--- config.mk ---
export PLATFORM = sky130hd
export DESIGN_NAME = conv_window_feeder_flat
export DESIGN_NICKNAME = d
export VERILOG_FILES = /design/src/rtl/conv_window_feeder_if.sv /design/src/rtl/conv_window_feeder.sv /design/src/flat_wrapper.sv
export SDC_FILE = /design/constraint.sdc
export NUM_CORES = 1
export LEC_CHECK = 0
export ABC_AREA = 1
export CELL_PAD_IN_SITES_DETAIL_PLACEMENT = 0
export CELL_PAD_IN_SITES_GLOBAL_PLACEMENT = 1
export CORE_MARGIN = 4
export CORE_UTILIZATION = 47
export CTS_CLUSTER_SIZE = 12
export DETAILED_ROUTE_END_ITERATION = 16
export PLACE_DENSITY = 0.93
export SLEW_MARGIN = 20
export SYNTH_ARGS = -nofsm -noshare
export SYNTH_HDL_FRONTEND = slang
export SYNTH_SLANG_ARGS = --single-unit
--- constraint.sdc ---
create_clock -name clk -period 2.52 [get_ports clk]
set_clock_uncertainty 0.05 [all_clocks]
set_input_delay 0.63 -clock clk [delete_from_list [all_inputs] [get_ports clk]]
set_output_delay 0.63 -clock clk [all_outputs]
set_load 0.05 [all_outputs]
--- src/rtl/conv_window_feeder_if.sv ---
// Handshake bundle between a raster pixel source, the 2x2 window feeder and
// the convolution neuron that consumes one packed window per transfer.
interface conv_window_feeder_if #(
    parameter int IMG_W = 8,
    parameter int IMG_H = 8,
    parameter int PIX_W = 8
);
    logic [PIX_W-1:0]         in_pixel;
    logic                     in_valid;
    logic                     in_ready;
    logic [4*PIX_W-1:0]       win_pixels;
    logic                     win_valid;
    logic                     win_ready;
    logic [$clog2(IMG_H)-1:0] win_row;
    logic [$clog2(IMG_W)-1:0] win_col;
    logic                     frame_done;

    modport slave (
        input  in_pixel, in_valid, win_ready,
        output in_ready, win_pixels, win_valid, win_row, win_col, frame_done
    );

    modport master (
        output in_pixel, in_valid, win_ready,
        input  in_ready, win_pixels, win_valid, win_row, win_col, frame_done
    );
endinterface

--- src/rtl/conv_window_feeder.sv ---
// Turns a raster pixel stream into every stride-1 2x2 window of the frame,
// using a one-row line buffer plus two pixel registers for the left column.
module conv_window_feeder #(
    parameter int IMG_W = 8,
    parameter int IMG_H = 8,
    parameter int PIX_W = 8
) (
    input  logic                 clk,
    input  logic                 rst_n,
    conv_window_feeder_if.slave  bus
);
    localparam int CW = $clog2(IMG_W);
    localparam int RW = $clog2(IMG_H);
    localparam logic [CW-1:0] COL_LAST = CW'(IMG_W - 1);
    localparam logic [CW-1:0] COL_PEN  = CW'(IMG_W - 2);
    localparam logic [RW-1:0] ROW_LAST = RW'(IMG_H - 1);
    localparam logic [RW-1:0] ROW_PEN  = RW'(IMG_H - 2);

    typedef enum logic {
        FIRST_ROW,
        BODY
    } state_t;

    state_t             state_q, state_d;
    logic [CW-1:0]      col_q, col_d;
    logic [RW-1:0]      row_q, row_d;
    logic [PIX_W-1:0]   linebuf_q [IMG_W];
    logic [PIX_W-1:0]   prev_cur_q;
    logic [PIX_W-1:0]   prev_top_q;
    logic [4*PIX_W-1:0] win_pixels_q, win_pixels_d;
    logic [RW-1:0]      win_row_q, win_row_d;
    logic [CW-1:0]      win_col_q, win_col_d;
    logic               win_valid_q, win_valid_d;
    logic               frame_done_q, frame_done_d;

    logic               in_ready;
    logic               accept;
    logic               load;
    logic [PIX_W-1:0]   top_pix;

    // Input stalls only while a window is stuck at the output, no skid buffer.
    assign in_ready = !win_valid_q || bus.win_ready;
    assign accept   = bus.in_valid && in_ready;
    assign top_pix  = linebuf_q[col_q];
    assign load     = accept && (state_q == BODY) && (col_q != '0);

    always_comb begin
        col_d        = col_q;
        row_d        = row_q;
        state_d      = state_q;
        win_pixels_d = win_pixels_q;
        win_row_d    = win_row_q;
        win_col_d    = win_col_q;
        win_valid_d  = win_valid_q;
        frame_done_d = win_valid_q && bus.win_ready &&
                       (win_row_q == ROW_PEN) && (win_col_q == COL_PEN);

        if (accept) begin
            if (col_q == COL_LAST) begin
                col_d = '0;
                if (row_q == ROW_LAST) begin
                    row_d   = '0;
                    state_d = FIRST_ROW;
                end else begin
                    row_d   = row_q + 1'b1;
                    state_d = BODY;
                end
            end else begin
                col_d = col_q + 1'b1;
            end
        end

        // A new window may replace the outgoing one on the same edge.
        if (load) begin
            win_pixels_d = {bus.in_pixel, prev_cur_q, top_pix, prev_top_q};
            win_row_d    = row_q - 1'b1;
            win_col_d    = col_q - 1'b1;
            win_valid_d  = 1'b1;
        end else if (bus.win_ready) begin
            win_valid_d  = 1'b0;
        end
    end

    always_ff @(posedge clk) begin
        if (!rst_n) begin
            state_q      <= FIRST_ROW;
            col_q        <= '0;
            row_q        <= '0;
            win_pixels_q <= '0;
            win_row_q    <= '0;
            win_col_q    <= '0;
            win_valid_q  <= 1'b0;
            frame_done_q <= 1'b0;
        end else begin
            state_q      <= state_d;
            col_q        <= col_d;
            row_q        <= row_d;
            win_pixels_q <= win_pixels_d;
            win_row_q    <= win_row_d;
            win_col_q    <= win_col_d;
            win_valid_q  <= win_valid_d;
            frame_done_q <= frame_done_d;
        end
    end

    // Pixel storage needs no reset; stale contents are overwritten by row 0.
    always_ff @(posedge clk) begin
        if (accept) begin
            linebuf_q[col_q] <= bus.in_pixel;
            prev_cur_q       <= bus.in_pixel;
            prev_top_q       <= top_pix;
        end
    end

    assign bus.in_ready   = in_ready;
    assign bus.win_pixels = win_pixels_q;
    assign bus.win_valid  = win_valid_q;
    assign bus.win_row    = win_row_q;
    assign bus.win_col    = win_col_q;
    assign bus.frame_done = frame_done_q;
endmodule

--- src/flat_wrapper.sv ---
// flat-port wrapper written by rule: the top's interface ports become plain ports
module conv_window_feeder_flat 
#(
    parameter int IMG_W = 8,
    parameter int IMG_H = 8,
    parameter int PIX_W = 8
)
  (clk, rst_n, bus_in_pixel, bus_in_valid, bus_win_ready, bus_in_ready, bus_win_pixels, bus_win_valid, bus_win_row, bus_win_col, bus_frame_done);
  conv_window_feeder_if #(.IMG_W(IMG_W), .IMG_H(IMG_H), .PIX_W(PIX_W)) bus_i ();
  input  logic clk;
  input  logic rst_n;
  input wire logic [$bits(bus_i.in_pixel)-1:0] bus_in_pixel;
  input wire logic [$bits(bus_i.in_valid)-1:0] bus_in_valid;
  input wire logic [$bits(bus_i.win_ready)-1:0] bus_win_ready;
  output wire logic [$bits(bus_i.in_ready)-1:0] bus_in_ready;
  output wire logic [$bits(bus_i.win_pixels)-1:0] bus_win_pixels;
  output wire logic [$bits(bus_i.win_valid)-1:0] bus_win_valid;
  output wire logic [$bits(bus_i.win_row)-1:0] bus_win_row;
  output wire logic [$bits(bus_i.win_col)-1:0] bus_win_col;
  output wire logic [$bits(bus_i.frame_done)-1:0] bus_frame_done;
  assign bus_i.in_pixel = bus_in_pixel;
  assign bus_i.in_valid = bus_in_valid;
  assign bus_i.win_ready = bus_win_ready;
  assign bus_in_ready = bus_i.in_ready;
  assign bus_win_pixels = bus_i.win_pixels;
  assign bus_win_valid = bus_i.win_valid;
  assign bus_win_row = bus_i.win_row;
  assign bus_win_col = bus_i.win_col;
  assign bus_frame_done = bus_i.frame_done;
  conv_window_feeder #(.IMG_W(IMG_W), .IMG_H(IMG_H), .PIX_W(PIX_W)) u_core (.clk(clk), .rst_n(rst_n), .bus(bus_i));
endmodule
==> results of run 1 <==
==> metrics by stage <==
step                      area, sq um  power (mW)  instances
after CTS                        6600        5.17        753
after detailed placement         5980        2.68        721
after global routing             6600        5.32        753
after floorplan                  5320        2.57        537
after global placement           5980        2.67        721
final                            6600        5.14        753
==> state kept, by name, indices dropped and copies added, names as in the netlist, named ones only <==
name	cells
u_core.bus.win_row	3
u_core.row_q	3
u_core.bus.win_pixels	32
u_core.bus.win_col	3
u_core.state_q	1
u_core.col_q	3
u_core.bus.win_valid	1
u_core.prev_cur_q	8
u_core.prev_top_q	8
u_core.bus.frame_done	1
u_core.linebuf_q	64
==> logic make-up (layout without fill, tap and decap cells) <==
family | Yosys count | in the layout
xor+xnor | 2 | 2
flops | 130 | 130
fa+ha+maj | 7 | 7
compound gates | 49 | 49
simple gates | 228 | 228
buf+inv | 121 | 197
==> placed cells by master (no fill, tap or decap), drive strengths merged <==
cell type | Yosys | routed
a21oi | 16 | 16
inv | 98 | 100
dfxtp | 50 | 50
edfxtp | 80 | 80
ha | 7 | 7
nand3 | 50 | 50
clkinvlp | 0 | 2
nand2 | 104 | 104
clkinv | 0 | 5
or2 | 1 | 1
nor2 | 72 | 72
bufinv | 0 | 3
nor4 | 1 | 1
clkdlybuf4s50 | 0 | 51
xor2 | 2 | 2
o21ai | 32 | 32
buf | 18 | 16
clkbuf | 5 | 20
a211oi | 1 | 1
==> worst min path at each step <==
stage | startpoint | to | cells after the start
floorplan | u_core.state_q | u_core.state_q | 2
global placement | u_core.bus.win_row[0] | u_core.bus.frame_done | 1
detailed placement | u_core.bus.win_row[0] | u_core.bus.frame_done | 1
CTS | u_core.bus.win_row[0] | u_core.bus.frame_done | 1
global route | u_core.state_q | u_core.state_q | 2
finish | u_core.bus.win_row[0] | u_core.bus.frame_done | 1
==> layout make-up <==
cell class                 instances  area (sq um)
tap                              140           175
clock inverter                    12           155
sequential                       130          3400
timing repair buffer              67           656
inverter                          98           373
fill                             899          4340
clock buffer                      20           458
multi-input combinational        286          1380
==> metal layers <==
metal | up-vias | wire, um | GRT usage [%]
li1 | 1827 | - | -
met1 | 1683 | 4980 | 23.2
met2 | 107 | 5470 | 30.1
met3 | 10 | 602 | 4.33
met4 | 0 | 148 | 6.57
met5 | - | 0 | 0
==> cells in the mapped netlist (all sizes together) <==
library cell and count:
nor4 1, buf 18, a21oi 16, a211oi 1, ha 7, nand3 50, clkbuf 5, nand2 104
o21ai 32, or2 1, inv 98, xor2 2, dfxtp 50, nor2 72, edfxtp 80
==> power groups by stage <==
stage | Clock (mW) | Sequential (mW) | Combinational (mW)
floorplan | 0 | 2.38 | 0.181
CTS | 2.53 | 2.35 | 0.292
global placement | 0 | 2.39 | 0.280
global route | 2.64 | 2.35 | 0.325
detailed placement | 0 | 2.39 | 0.287
finish | 2.50 | 2.35 | 0.294
==> results.md, run 1 <==
* Critical Path Source Type: register
* Post-cts sizing count at 0
* Starting DRT DRC Count at 307
* Worst path max stage delay at 0.83 ns
* Finish-stage setup viols at 0
* Setup TNS at 0 ns
* Slew HR at 37.7%
* Hold WC Path Type: reg2reg
* Adder-cell share of the synthesized area at 1.65%
* Period minus WS final at 2.29 ns
* Worst path buffer plus inverter count at 1
* Yosys top cell area share at 45.2%
* Levels on crit path at 1
* Syn Area/Cell at 9.90 sq um
* Yosys warnings at 0
* CP startpoint: u_core.bus.win_valid
* Number of global-route vias before repair at 3576
* Clk slew on worst S/H paths at 0.06 ns
* First-pass GRT wire length at 18.1 mm
* Power density cells at 780 mW/mm^2
* DPL Wire Length at 7.48 mm
* Largest family of logic cells by synthesized area: simple AND/OR/NAND/NOR gates
* Num rows at 38
* RSZ-0062 raised after global routing: false
* Hold Vio Cnt, Final at 0
* TritonCTS Buffers at 17
* Core footprint at 0.0109 sq mm
* Total I/O pin count at 53
* Hold_ws at 0.422 ns
* Max FO, Critical Path at 3
* Worst Path Class, Setup: reg2out
* Longest Clk Path Bufs at 2
* Final net count at 619
* First-pass iteration count of the detailed router at 5
* ANT cells at 0
* DIE WIDTH at 114 um
* Register area share after synthesis at 64.0%
* Hold-fix buffers, CTS at 0
* Switch share at 21.6%
* # H-tree levels at 4
* CTS tree: built
* Syn Inst Count at 537
* Total wire length at 11.2 mm
* Max cap viols at 0
* Xor/xnor share of the synthesized area at 0.329%
* Post-route setup slack at 0.230 ns
* Leading area contributor after synthesis: edfxtp_1
* Synth area leaders: edfxtp_1 45%, dfxtp_1 19%, nand2_1 7.1%
* Placement Setup Slack at 0.209 ns
* Crit. End Element: primary output
* Final worst-path cycle share at 90.9%
* CP required at 1.84 ns
* P_leak at 2.75 nW
* Compound-Gate Fraction of Synth Area at 5.22%
* Peak supply drop at 0.381 mV
* GRT Util Overall at 18.1%
* Initial antenna violation count at 0
* Worst R2R End: u_core.prev_top_q[2]
* WL/cell at 14.9 um
* Reg2Reg Setup Slack at 0.61 ns
* Net Sw Power at 1.11 mW
* GRT overflow at 0
* Slowest CP cell: clkdlybuf4s50_1
* Die H at 114 um
* Root Buffer: clkbuf_16
* Initial Util at 48.6%
* Worst Setup EP: bus_win_valid
* Max Clk Rate at 0.437 GHz
* Multiplexer share of the synthesized area at 0%
* Post-synth cell types at 26
* Post-CTS setup buffers at 0
* Worst Reg-to-Reg Cells at 6
* Reg power frac at 45.7%
* Power Internal at 4.03 mW
* Final Max Tran Viols at 0
* WP data arrival at 1.61 ns
* # port buffers at 52
* Worst Tran Pin Value at 0.933 ns
* Share of layout cells above drive strength 1 at 12.4%
* Core Util, Final at 60.3%
* Drt drc at 0
* Area growth, synth to finish at 24.0%
* Outcome: complete, no violations
* Clock Power Share at 48.6%
* Largest net degree at the start of global routing at 33
* Vias after detailed routing at 3627
* Mapped Nets at 556
* Flops & latches, synth at 130
* Post-DRT Antenna Nets at 0
* Synth Cell Area at 0.00532 sq mm
* Die area at 0.0131 sq mm
* Clock Latency Late Sink at 0.40 ns
* Crit-path leading delay family: buffers and inverters
* Combinational share of power at 5.7%
* Vias per cell at 4.82
* Synth Area in Simple Gates at 18.7%
* Worst-path cell chain: clkdlybuf4s50_1
* Routability-driven placement congestion ratio at 0.854
* TritonCTS Sinks at 130
(Power assumes the default switching activity.)
==> inputs of run 2 (changes only) <==
- SKIP_LAST_GASP: unset -> 1
==> results of run 2 <==
No change in the layout: final DEF, timing and power equal those of run 1.
==> inputs of run 3 (changes only) <==
- REMOVE_ABC_BUFFERS: unset -> 1
==> run 3 against run 2 <==
  * Sequential share of layout area is 0.24 points lower
  * Critical endpoint unchanged
  * Largest cell class unchanged
  * Register-to-register slack better by 0.04 ns
  * Critical path type unchanged
  * First-iteration DRC count is 1.6% lower
==> results.md, run 3 (synthesis gave the netlist of run 1 again) <==
* Outcome: complete, no violations
* Post-DRT Antenna Nets at 0 (unchanged)
* Hold Path Depth at 1 (unchanged)
* CP required at 1.84 ns (about the same)
* WL/cell at 14.9 um (+0.36%)
* Area growth, synth to finish at 24.6%
* Max cap viols at 0 (unchanged)
* Placement Setup Slack at 0.258 ns (+0.0492 ns)
* Highest-count cells in the layout ignoring fill and taps: 101 x nand2_1, 95 x inv_1, 80 x edfxtp_1, 55 x nor2_1, 51 x clkdlybuf4s50_1
* Setup TNS at 0 ns (unchanged)
* GRT Util Overall at 18.5% (+0.38 points)
* Biggest register: u_core.linebuf_q
* # fillers at 890 (-1.0%)
* ANT cells at 0 (unchanged)
* WP data arrival at 1.65 ns (+0.04 ns)
* First-pass GRT wire length at 18.2 mm (+0.84%)
* Clock Latency Late Sink at 0.41 ns (about the same)
* Hold Crit Endpoint: u_core.bus.frame_done
* Die H at 114 um (unchanged)
* GRT overflow at 0 (unchanged)
* Initial antenna violation count at 0 (unchanged)
* RSZ-0062 raised after global routing: false
* Reg2Reg Setup Slack at 0.65 ns (+0.04 ns)
* TritonCTS Buffers at 17 (unchanged)
* Hold WC Path Type: reg2reg
* Worst-path cell chain: clkdlybuf4s50_1
* P_leak at 2.76 nW (+0.44%)
* Share of layout cells above drive strength 1 at 12.7% (+0.33 points)
* Largest net degree at the start of global routing at 44 (+33%)
* Peak supply drop at 0.488 mV (+28%)
* First-pass iteration count of the detailed router at 5 (unchanged)
* Worst R2R End: u_core.prev_top_q[5]
* Final worst-path cycle share at 92.3% (+1.4 points)
* Post-route setup slack at 0.194 ns (-0.0355 ns)
* Longest Clk Path Bufs at 2 (unchanged)
* Crit-path leading delay family: buffers and inverters
* Max FO, Critical Path at 3 (unchanged)
* Crit. End Element: primary output
* # H-tree levels at 4 (unchanged)
* Root Buffer: clkbuf_16
* Worst Path Class, Setup: reg2out
* Post-cts sizing count at 0 (unchanged)
* Worst path buffer plus inverter count at 1 (unchanged)
* Post-CTS setup buffers at 0 (unchanged)
* Drt drc at 0 (unchanged)
* Power density cells at 785 mW/mm^2 (+0.66%)
* Num rows at 38 (unchanged)
* Die area at 0.0131 sq mm (unchanged)
* Max reg flops at 64 (unchanged)
* Final net count at 619 (unchanged)
* Worst Tran Pin Value at 0.605 ns (-0.328 ns)
* Period minus WS final at 2.33 ns (+0.0355 ns)
* Critical Path Source Type: register
* HP Start: u_core.bus.win_row[0]
* Routability-driven placement congestion ratio at 0.790 (-7.6%)
* CTS tree: built
* Initial Util at 48.6% (unchanged)
* Vias per cell at 4.87 (+1.0%)
* Total wire length at 11.2 mm (+0.36%)
* Hold-fix buffers, CTS at 0 (unchanged)
* # port buffers at 52 (unchanged)
* Vias after detailed routing at 3664 (+1.0%)
* Finish-stage setup viols at 0 (unchanged)
* Clk slew on worst S/H paths at 0.05 ns (about the same)
* Number of global-route vias before repair at 3667 (+2.5%)
* Total I/O pin count at 53 (unchanged)
* Final Max Tran Viols at 0 (unchanged)
* Slew HR at 59.5% (+22 points)
* Starting DRT DRC Count at 302 (-1.6%)
* Worst Reg-to-Reg Cells at 6 (unchanged)
* DIE WIDTH at 114 um (unchanged)
* Worst path max stage delay at 0.84 ns (about the same)
* Max Clk Rate at 0.430 GHz (-1.5%)
* Slowest CP cell: clkdlybuf4s50_1
* Core Util, Final at 60.6% (+0.29 points)
* Core footprint at 0.0109 sq mm (unchanged)
* DPL Wire Length at 7.19 mm (-3.8%)
* TritonCTS Sinks at 130 (unchanged)
* Hold Vio Cnt, Final at 0 (unchanged)
* Most common cell after layout, fill and taps aside: nand2_1
-- run 3: worst max path at each step --
stage	from	to	slack [ns]	cells past startpoint
after global placement	bus_win_ready	u_core.linebuf_q[6][6]	0.31	8
final	u_core.bus.win_valid	bus_win_valid	0.19	1
after global routing	u_core.bus.win_valid	bus_win_valid	0.14	1
after detailed placement	bus_win_ready	u_core.linebuf_q[6][6]	0.26	8
after floorplan	bus_win_ready	u_core.linebuf_q[0][0]	0.50	6
after CTS	u_core.bus.win_valid	bus_win_valid	0.18	1
-- run 3: metal layers --
metal	vias to the layer above	global-route usage (%)	part of all wire [%]
li1	1826	-	-
met4	0	7.60	1.7
met2	109	30.7	50
met1	1713	22.6	43
met3	16	5.39	5.7
met5	-	0	0
-- run 3: final cells by class --
class / count / area [sq um] / area share [%]
clock buffers: 21 / 482 / 7.27
flip-flops and latches: 130 / 3400 / 51.3
well taps: 140 / 175 / 2.64
inverters: 98 / 373 / 5.63
repair buffers: 67 / 668 / 10.1
clock inverters: 11 / 150 / 2.27
multi-input cells: 286 / 1380 / 20.8
-- run 3: through the flow --
| stage | hold WS [ns] | std cells | cell area (sq um) | total power [mW] |
|---|---|---|---|---|
| finish | 0.415 | 753 | 6630 | 5.20 |
| floorplan | 0.395 | 514 | 5150 | 2.55 |
| global placement | 0.404 | 721 | 6000 | 2.67 |
| detailed placement | 0.410 | 721 | 6000 | 2.68 |
| CTS | 0.413 | 753 | 6630 | 5.25 |
| global route | 0.447 | 753 | 6630 | 5.40 |
-- run 3: power by group --
group	switching (mW)	internal, mW	leakage, nW	total, mW
sequential	0.0276	2.33	1.14	2.35
clock	0.891	1.67	0.301	2.56
combinational	0.195	0.0904	1.32	0.285
